File: config.mk
export PLATFORM = sky130hd
export DESIGN_NAME = ahb3lite_imem_responder
export DESIGN_NICKNAME = d
export VERILOG_FILES = /design/src/rtl/ahb3lite_imem_pkg.sv /design/src/rtl/imem_log_fifo.sv /design/src/rtl/ahb3lite_imem_responder.sv
export SDC_FILE = /design/constraint.sdc
export NUM_CORES = 1
export LEC_CHECK = 0
export CAP_MARGIN = 20
export CORE_MARGIN = 10
export CORE_UTILIZATION = 58
export CTS_CLUSTER_SIZE = 12
export DETAILED_ROUTE_END_ITERATION = 7
export GPL_ROUTABILITY_DRIVEN = 0
export PLACE_DENSITY = 0.8
export SYNTH_ARGS = -nofsm -noshare
export SYNTH_HDL_FRONTEND = slang
export SYNTH_HIERARCHICAL = 1
export SYNTH_SLANG_ARGS = --single-unit
File: constraint.sdc
create_clock -name HCLK -period 9 [get_ports HCLK]
set_clock_uncertainty 0.15 [all_clocks]
set_input_delay 2.7 -clock HCLK [delete_from_list [all_inputs] [get_ports HCLK]]
set_output_delay 2.7 -clock HCLK [all_outputs]
set_load 0.02 [all_outputs]
File: src/rtl/ahb3lite_imem_pkg.sv
// ahb3lite_imem_pkg: shared AHB3-Lite constants, responder states and log entry type
package ahb3lite_imem_pkg;
  localparam logic [1:0] HTRANS_IDLE   = 2'b00;
  localparam logic [1:0] HTRANS_BUSY   = 2'b01;
  localparam logic [1:0] HTRANS_NONSEQ = 2'b10;
  localparam logic [1:0] HTRANS_SEQ    = 2'b11;
  localparam logic       HRESP_OKAY    = 1'b0;
  localparam logic       HRESP_ERROR   = 1'b1;
  localparam int         IMEM_XLEN     = 32;
  typedef enum logic [2:0] {IDLE, WAIT, DATA, ERR1, ERR2} state_t;
  typedef struct packed {
    logic [IMEM_XLEN-1:0] addr;
    logic [IMEM_XLEN-1:0] data;
  } log_entry_t;
endpackage

File: src/rtl/imem_log_fifo.sv
// imem_log_fifo: synchronous FIFO with push/pop, occupancy count and sticky overflow
// Ports: clk/rst_n (async active-low), push/din, pop/dout (head), valid, count, ovf.
// A push while full is dropped and sets ovf; a pop while empty is ignored.
module imem_log_fifo #(
  parameter int W     = 64,
  parameter int DEPTH = 8
) (
  input  logic                       clk,
  input  logic                       rst_n,
  input  logic                       push,
  input  logic [W-1:0]               din,
  input  logic                       pop,
  output logic [W-1:0]               dout,
  output logic                       valid,
  output logic [$clog2(DEPTH):0]     count,
  output logic                       ovf
);
  localparam int AW = $clog2(DEPTH);
  logic [W-1:0]  mem [DEPTH];
  logic [AW-1:0] wr_ptr, rd_ptr;
  logic          full, do_push, do_pop;
  assign full    = count == (AW+1)'(DEPTH);
  assign valid   = count != '0;
  assign do_push = push & ~full;
  assign do_pop  = pop & valid;
  assign dout    = mem[rd_ptr];
  always_ff @(posedge clk) if (do_push) mem[wr_ptr] <= din;
  always_ff @(posedge clk or negedge rst_n) begin
    if (!rst_n) begin
      wr_ptr <= '0;
      rd_ptr <= '0;
      count  <= '0;
      ovf    <= 1'b0;
    end else begin
      wr_ptr <= wr_ptr + AW'(do_push);
      rd_ptr <= rd_ptr + AW'(do_pop);
      count  <= count + (AW+1)'(do_push) - (AW+1)'(do_pop);
      ovf    <= ovf | (push & full);
    end
  end
endmodule

File: src/rtl/ahb3lite_imem_responder.sv
// ahb3lite_imem_responder: AHB3-Lite instruction-memory slave with wait/error injection and fetch log
// Ports: HCLK/HRESETn (async active-low), AHB3-Lite slave signals (HSEL..HRDATA),
// data_i instruction returned in the data phase, wait_req_i/err_req_i per-transfer
// response shaping, log_* fetch-log FIFO head/pop/count/overflow.
// Build option: IMEM_RESP_ERR_INJECT_EN lets err_req_i force ERROR responses.
module ahb3lite_imem_responder
  import ahb3lite_imem_pkg::*;
#(
  parameter int XLEN      = 32,
  parameter int WAIT_MAX  = 3,
  parameter int LOG_DEPTH = 8
) (
  input  logic                         HCLK,
  input  logic                         HRESETn,
  input  logic                         HSEL,
  input  logic [XLEN-1:0]              HADDR,
  input  logic                         HWRITE,
  input  logic [2:0]                   HSIZE,
  input  logic [1:0]                   HTRANS,
  input  logic                         HREADY,
  output logic                         HREADYOUT,
  output logic                         HRESP,
  output logic [XLEN-1:0]              HRDATA,
  input  logic [XLEN-1:0]              data_i,
  input  logic [1:0]                   wait_req_i,
  input  logic                         err_req_i,
  output logic                         log_valid_o,
  output logic [XLEN-1:0]              log_addr_o,
  output logic [XLEN-1:0]              log_data_o,
  input  logic                         log_pop_i,
  output logic [$clog2(LOG_DEPTH):0]   log_count_o,
  output logic                         log_ovf_o
);
  state_t            state, nxt;
  logic [XLEN-1:0]   addr;
  logic [1:0]        cnt, wclamp;
  logic              take, err, open_ph, push, unused_ok;
  logic [2*XLEN-1:0] head;
  assign take    = HSEL & HREADY & HTRANS[1];
  assign open_ph = state == IDLE || state == DATA;
  assign wclamp  = (int'(wait_req_i) > WAIT_MAX) ? 2'(WAIT_MAX) : wait_req_i;
`ifdef IMEM_RESP_ERR_INJECT_EN
  assign err       = HWRITE | (HSIZE != 3'b010) | (HADDR[1:0] != 2'b00) | err_req_i;
  assign unused_ok = HTRANS[0];
`else
  assign err       = HWRITE | (HSIZE != 3'b010) | (HADDR[1:0] != 2'b00);
  assign unused_ok = HTRANS[0] ^ err_req_i;
`endif
  always_comb begin
    nxt       = state;
    HREADYOUT = 1'b1;
    HRESP     = HRESP_OKAY;
    HRDATA    = '0;
    push      = 1'b0;
    unique case (state)
      IDLE, DATA: begin
        nxt    = take ? (err ? ERR1 : (wclamp != 2'd0 ? WAIT : DATA)) : IDLE;
        HRDATA = state == DATA ? data_i : '0;
        push   = state == DATA;
      end
      WAIT: begin
        HREADYOUT = 1'b0;
        nxt       = cnt == 2'd1 ? DATA : WAIT;
      end
      ERR1: begin
        HREADYOUT = 1'b0;
        HRESP     = HRESP_ERROR;
        nxt       = ERR2;
      end
      ERR2: begin
        HRESP = HRESP_ERROR;
        nxt   = IDLE;
      end
      default: nxt = IDLE;
    endcase
  end
  always_ff @(posedge HCLK or negedge HRESETn) begin
    if (!HRESETn) begin
      state <= IDLE;
      addr  <= '0;
      cnt   <= '0;
    end else begin
      state <= nxt;
      if (take && open_ph) begin
        addr <= HADDR;
        cnt  <= wclamp;
      end else if (state == WAIT) begin
        cnt <= cnt - 2'd1;
      end
    end
  end
  imem_log_fifo #(.W(2*XLEN), .DEPTH(LOG_DEPTH)) u_log (
    .clk   (HCLK),
    .rst_n (HRESETn),
    .push  (push),
    .din   ({addr, data_i}),
    .pop   (log_pop_i),
    .dout  (head),
    .valid (log_valid_o),
    .count (log_count_o),
    .ovf   (log_ovf_o)
  );
  assign log_addr_o = head[2*XLEN-1:XLEN];
  assign log_data_o = head[XLEN-1:0];
endmodule

## Word-level counts from Yosys, hierarchy flattened

Memory sizes are Yosys's and may differ from the RTL's.
Index checks and enable logic that the tools add are counted.

- Bits in registers: 48
- Memory bits (writable): 512
- Input bits: 78
- Output and inout port bits: 104
- Memories kept: 1

- $add $sub $neg: 5
- Eq/ne operators: 7
- Mux-type cells: 14
- Bitwise gates (word level): 9
- Reductions and logical operators: 10

Memories:

| memory | words | bits a word | read ports | clocked after Yosys merged registers in | wr ports | line | RTL |
|---|---|---|---|---|---|---|---|
| u_log.mem | 8 | 64 | 1 | 0 | 1 | imem_log_fifo.sv:19 | `logic [W-1:0] mem [DEPTH];` |

Operator list:

| kind | number |
|---|---|
| 32-bit 2-to-1 mux | 2 |
| 2-bit 2-to-1 mux | 6 |
| 3-bit one-hot mux with 3 select lines | 1 |
| 3-bit by 1-bit adder with 3-bit output | 2 |
| 3-bit by 2-bit == test with 1-bit output, second input constant | 2 |
| 2-bit nonzero test | 3 |
| 2-bit OR reduction | 3 |
| 1-bit AND | 5 |
| 1-bit 2-to-1 mux | 5 |
| 4-bit by 1-bit adder with 4-bit output | 1 |
| 4-bit == test, second input constant | 1 |
| 4-bit nonzero test | 1 |
| 4-bit by 1-bit subtractor with 4-bit output | 1 |
| 3-bit by 1-bit == test with 1-bit output, second input constant | 1 |
| 3-bit == test, second input constant | 1 |
| 3-bit logical NOT | 1 |
| 3-bit by 2-bit != test with 1-bit output, second input constant | 1 |
| 1-bit bitwise OR | 3 |
| 2-bit by 1-bit == test with 1-bit output, second input constant | 1 |
| 2-bit by 1-bit subtractor with 2-bit output, second input constant | 1 |
| 1-bit logical AND | 1 |
| 1-bit logical OR | 1 |
| 1-bit inverter | 1 |

## Logic depth before layout (Yosys ltp)

- Depth after elaboration: 6
- Mapped depth: 9
- Gate-level depth less buffers: 9

## Modules after synthesis

The synthesis kept the hierarchy.

By module, submodules not included:

| module | times used | cells each | area each (µm²) |
|---|---|---|---|
| imem_log_fifo | 1 | 796 | 19,800.2 |
| ahb3lite_imem_responder | 1 | 131 | 1,712.9 |

## Least setup slack after synthesis

Ideal clock, no wire load.

- Path kind: reg-to-reg
- Start: reg state[0]
- End: mem u_log.mem[1][0], enable pin
- Arrival time: 5.675 ns
- Data required time: 8.285 ns
- Path slack: 2.610 ns
- Stages on the path, launching flop included: 5
- Period minus slack after synthesis: 6.390 ns
- Cells stage by stage: dfrtp_1 -> nor3b_1 -> clkbuf_1 -> nand3_1 -> nor3_1

- Word-level cells in the longest chain between the ends: 6
- Elaborated cells between the ends (all ways): 7

Ends and longest elaborated chain:

| element | line | RTL |
|---|---|---|
| start, declared | ahb3lite_imem_responder.sv:34 | `state_t state, nxt;` |
| start signal, assigned | ahb3lite_imem_responder.sv:83 | `state <= nxt;` |
| 3-bit by 2-bit == test with 1-bit output / 3-bit logical NOT (equally long branches) | ahb3lite_imem_responder.sv:55, ahb3lite_imem_responder.sv:59 |  |
| 2-bit OR reduction | ahb3lite_imem_responder.sv:55 | `unique case (state)` |
| 1-bit 2-to-1 mux (*) | ahb3lite_imem_responder.sv:55 |  |
| named net push | ahb3lite_imem_responder.sv:37 | `logic take, err, open_ph, push, unused_ok;` |
| 1-bit AND (*) | imem_log_fifo.sv:24 | `assign do_push = push & ~full;` |
| 1-bit 2-to-1 mux (*) | imem_log_fifo.sv:27 | `always_ff @(posedge clk) if (do_push) mem[wr_ptr] <= din;` |
| 1-bit 2-to-1 mux (not written as such) (*) | imem_log_fifo.sv:27 |  |
| end, declared | imem_log_fifo.sv:19 |  |

Mark *: on every way through the listed nets, which the timed path passes. The rest lies on a longest branch.

## Worst setup path in the final report

- Start: in data_i[0]
- End: out HRDATA[0]

- Word-level cells in the longest chain between the ends: 2

Ends and longest elaborated chain:

| element | line | RTL |
|---|---|---|
| start, declared | ahb3lite_imem_responder.sv:24 | `input logic [XLEN-1:0] data_i,` |
| 32-bit 2-to-1 mux | ahb3lite_imem_responder.sv:58 | `HRDATA = state == DATA ? data_i : '0;` |
| 32-bit 2-to-1 mux | ahb3lite_imem_responder.sv:55 |  |
| end, declared | ahb3lite_imem_responder.sv:23 | `output logic [XLEN-1:0] HRDATA,` |

Every way passes these cells.

==> results.tsv <==
stage	metric	value	unit
yosys	yosysTopAreaCellShare	71.5	%
yosys	syn-num-nets	1015	
drt	route.detailed.drc	0	
drt	drt-initial-drc-count	725	
yosys	synth.distinct_cells	36	
sta	post-route-period-util	78.0	%
power_and_ir_drop	finalPower	8.14	mW
clock_tree	clock_sink_count	560	
sta	fin_crit	7020	ps
place	dp_hpwl	23.4	mm
grt	grt_first_pass_wirelength	65.5	mm
grt	grt.overflow.total	0	
clock_tree	ctsResizeCount	0	
power_and_ir_drop	cellPowerDensity	320	mW/mm2
sta	rsz0062_at_grt	false	
sta	relSlewSlack	50.7	%
layout	final_common_cell	edfxtp_1	
power_and_ir_drop	leakage	8.28	nW
clock_tree	cts_buffers	54	
clock_tree	cts-root-buf	clkbuf_16	
place	dp.cells	1554	
drt	ant_nets	0	
run	drv_cap	0	
yosys	synth_area	0.0215	mm2
setup_path	critical_path_class	input pin to output pin	
yosys	synthesis.instances	927	
sta	final_hold_viol_count	0	
layout	syn2layout_area_growth	18.2	%
setup_path	path_max_fanout	9	
yosys	yosysSeqAreaShare	77.1	%
setup_path	worst_path_max_delay_cell	clkdlybuf4s50_1	
grt	grt_max_degree	71	
setup_path	end_kind	output pin	
clock_tree	insertion_delay	580	ps
clock_tree	clkTransAtPathRegs	60	ps
drt	wl_per_cell	26.0	um
setup_path	start_kind	input pin	
drt	first_pass_iters	5	
yosys	postSynthRegisterBits	560	
layout	final_util	69.5	%
sta	timing.final.ws_setup	1980	ps
setup_path	crit_required	6150	ps
grt	grt_pass1_vias	10749	
yosys	synth_ff_type	edfxtp_1	
floorplanning	fp.dieArea	0.0452	mm2
drt	wirelength	42.7	mm
place	dp_slack	1970	ps
sta	setup_violations	0	
layout	diodes	0	
yosys	postSynth.asyncResetShare	8.57	%
setup_path	critPathArrivalTime	4170	ps
layout	finalNonFillerCells	1642	
floorplanning	ios	182	
yosys	synthTopCellsByArea	edfxtp_1, mux4_2, dfrtp_1	
clock_tree	cts_tree	yes	
floorplanning	die_w	213	um
sta	tns	0	ps
setup_path	cp_common_cell	clkdlybuf4s50_1	
drt	dr_total_vias	9814	
sta	final_max_slew_viol_count	0	
power_and_ir_drop	peakVddDrop	0.236	mV
floorplanning	std_cell_rows	70	
grt	grt_usage	19.4	%
yosys	syn_area_per_cell	23.2	um2
worst_hold_path	hold_class	flip-flop to flip-flop	
yosys	synth_edf_count	512	
layout	drive_above_1_share	27.5	%
clock_tree	holdBufCountCts	0	
yosys	ys_warn_count	6	
yosys	synth_top_cell_by_area	edfxtp_1	
floorplanning	die_y	213	um
setup_path	crit_chain	clkdlybuf4s50_1 -> and2_1 -> clkdlybuf4s50_1	
layout	finalNetCount	1230	
setup_path	max_stage_delay	690	ps
status	status	completed	
clock_tree	cts_buffer_depth	3	
grt	antenna_found_initial	0	
sta	fmax	142	MHz
setup_path	r2r_cells	5	
layout	most-common-layout-cells	edfxtp_1, clkdlybuf4s50_1, mux4_2	
floorplanning	core	0.0366	mm2
clock_tree	post_cts_buffers	0	
floorplanning	initial_core_util	58.8	%
place	port_buffers	179	
worst_hold_path	whs_path_depth	1	
drt	vias_per_cell	5.98	
sta	worst_pin_slew	739	ps
clock_tree	ctsHtreeMaxLevel	2	
flip-flops by register name, summed over array words and instances (netlist names):
name          flops
addr             32
cnt               2
state             3
u_log/count       4
u_log/mem       512
u_log/ovf         1
u_log/rd_ptr      3
u_log/wr_ptr      3
critical path, delay by kind of cell:
kind	cells	cell delay (ps)
buffers and inverters	2	1290
and+or+nand+nor	1	180
synth_stat cells (3+ instances only):
library cell / count
xor2_1: 4
buf_6: 15
nand2_1: 3
clkbuf_1: 16
buf_1: 6
nor2_1: 10
nand3_1: 3
inv_1: 8
mux2_2: 94
buf_2: 6
or3b_2: 3
mux4_2: 128
dfrtp_1: 48
and2_1: 33
edfxtp_1: 512
ha_1: 9
power breakdown:
group	leakage (nW)	total, mW	internal (mW)	switching [mW]
combinational	2.35	2.52	1.34	1.18
sequential	5.18	3.59	3.27	0.323
clock	0.749	2.03	1.16	0.868
per-layer routing:
metal	GRT usage [%]	vias up	wire [um]
met3	3.67	52	2920
met2	32.7	357	22100
met4	4.95	0	659
met5	0	-	0
met1	25.7	5139	17000
li1	-	4266	-
through the flow:
step / hold slack [ps] / instance area [um2]
6_report: 326 / 25400
5_1_grt: 382 / 25400
4_1_cts: 328 / 25400
3_5_place_dp: 311 / 23900
3_3_place_gp: 309 / 23800
2_1_floorplan: 329 / 21500
cells by family (layout without fill, tap and decap cells):
| logic type | after synthesis | in the layout | share of synthesized area (%) |
|---|---|---|---|
| AOI/OAI and AO/OA | 10 | 10 | 0.366 |
| muxes | 224 | 224 | 18.4 |
| xor gates and xnor gates | 6 | 6 | 0.244 |
| adders and majority gates | 10 | 10 | 0.617 |
| DFF | 560 | 560 | 77.1 |
| and+or+nand+nor | 66 | 66 | 1.85 |
| buffers and inverters | 51 | 298 | 1.45 |
final timing paths:
path | to | startpoint | slack (ps)
setup / recovery | HRDATA[0] | data_i[0] | 1980
hold / removal | u_log/ovf | u_log/ovf | 330
setup reg to reg | u_log/mem[6][19] | state[2] | 5950
hold reg to reg | u_log/ovf | u_log/ovf | 330
max in group asynchronous | u_log/rd_ptr[0] | HRESETn | 6010
min in group asynchronous | addr[16] | HRESETn | 2110
layout make-up:
class | count | area, um2
inverters | 8 | 30.0
fillers | 2236 | 11200
repair buffers | 202 | 2000
flip-flops and latches | 560 | 16600
clock inverters | 6 | 55.1
well taps | 468 | 586
multi-input cells | 316 | 4690
clock buffers | 82 | 1500
No activity file was read; power rests on OpenSTA's default activity.
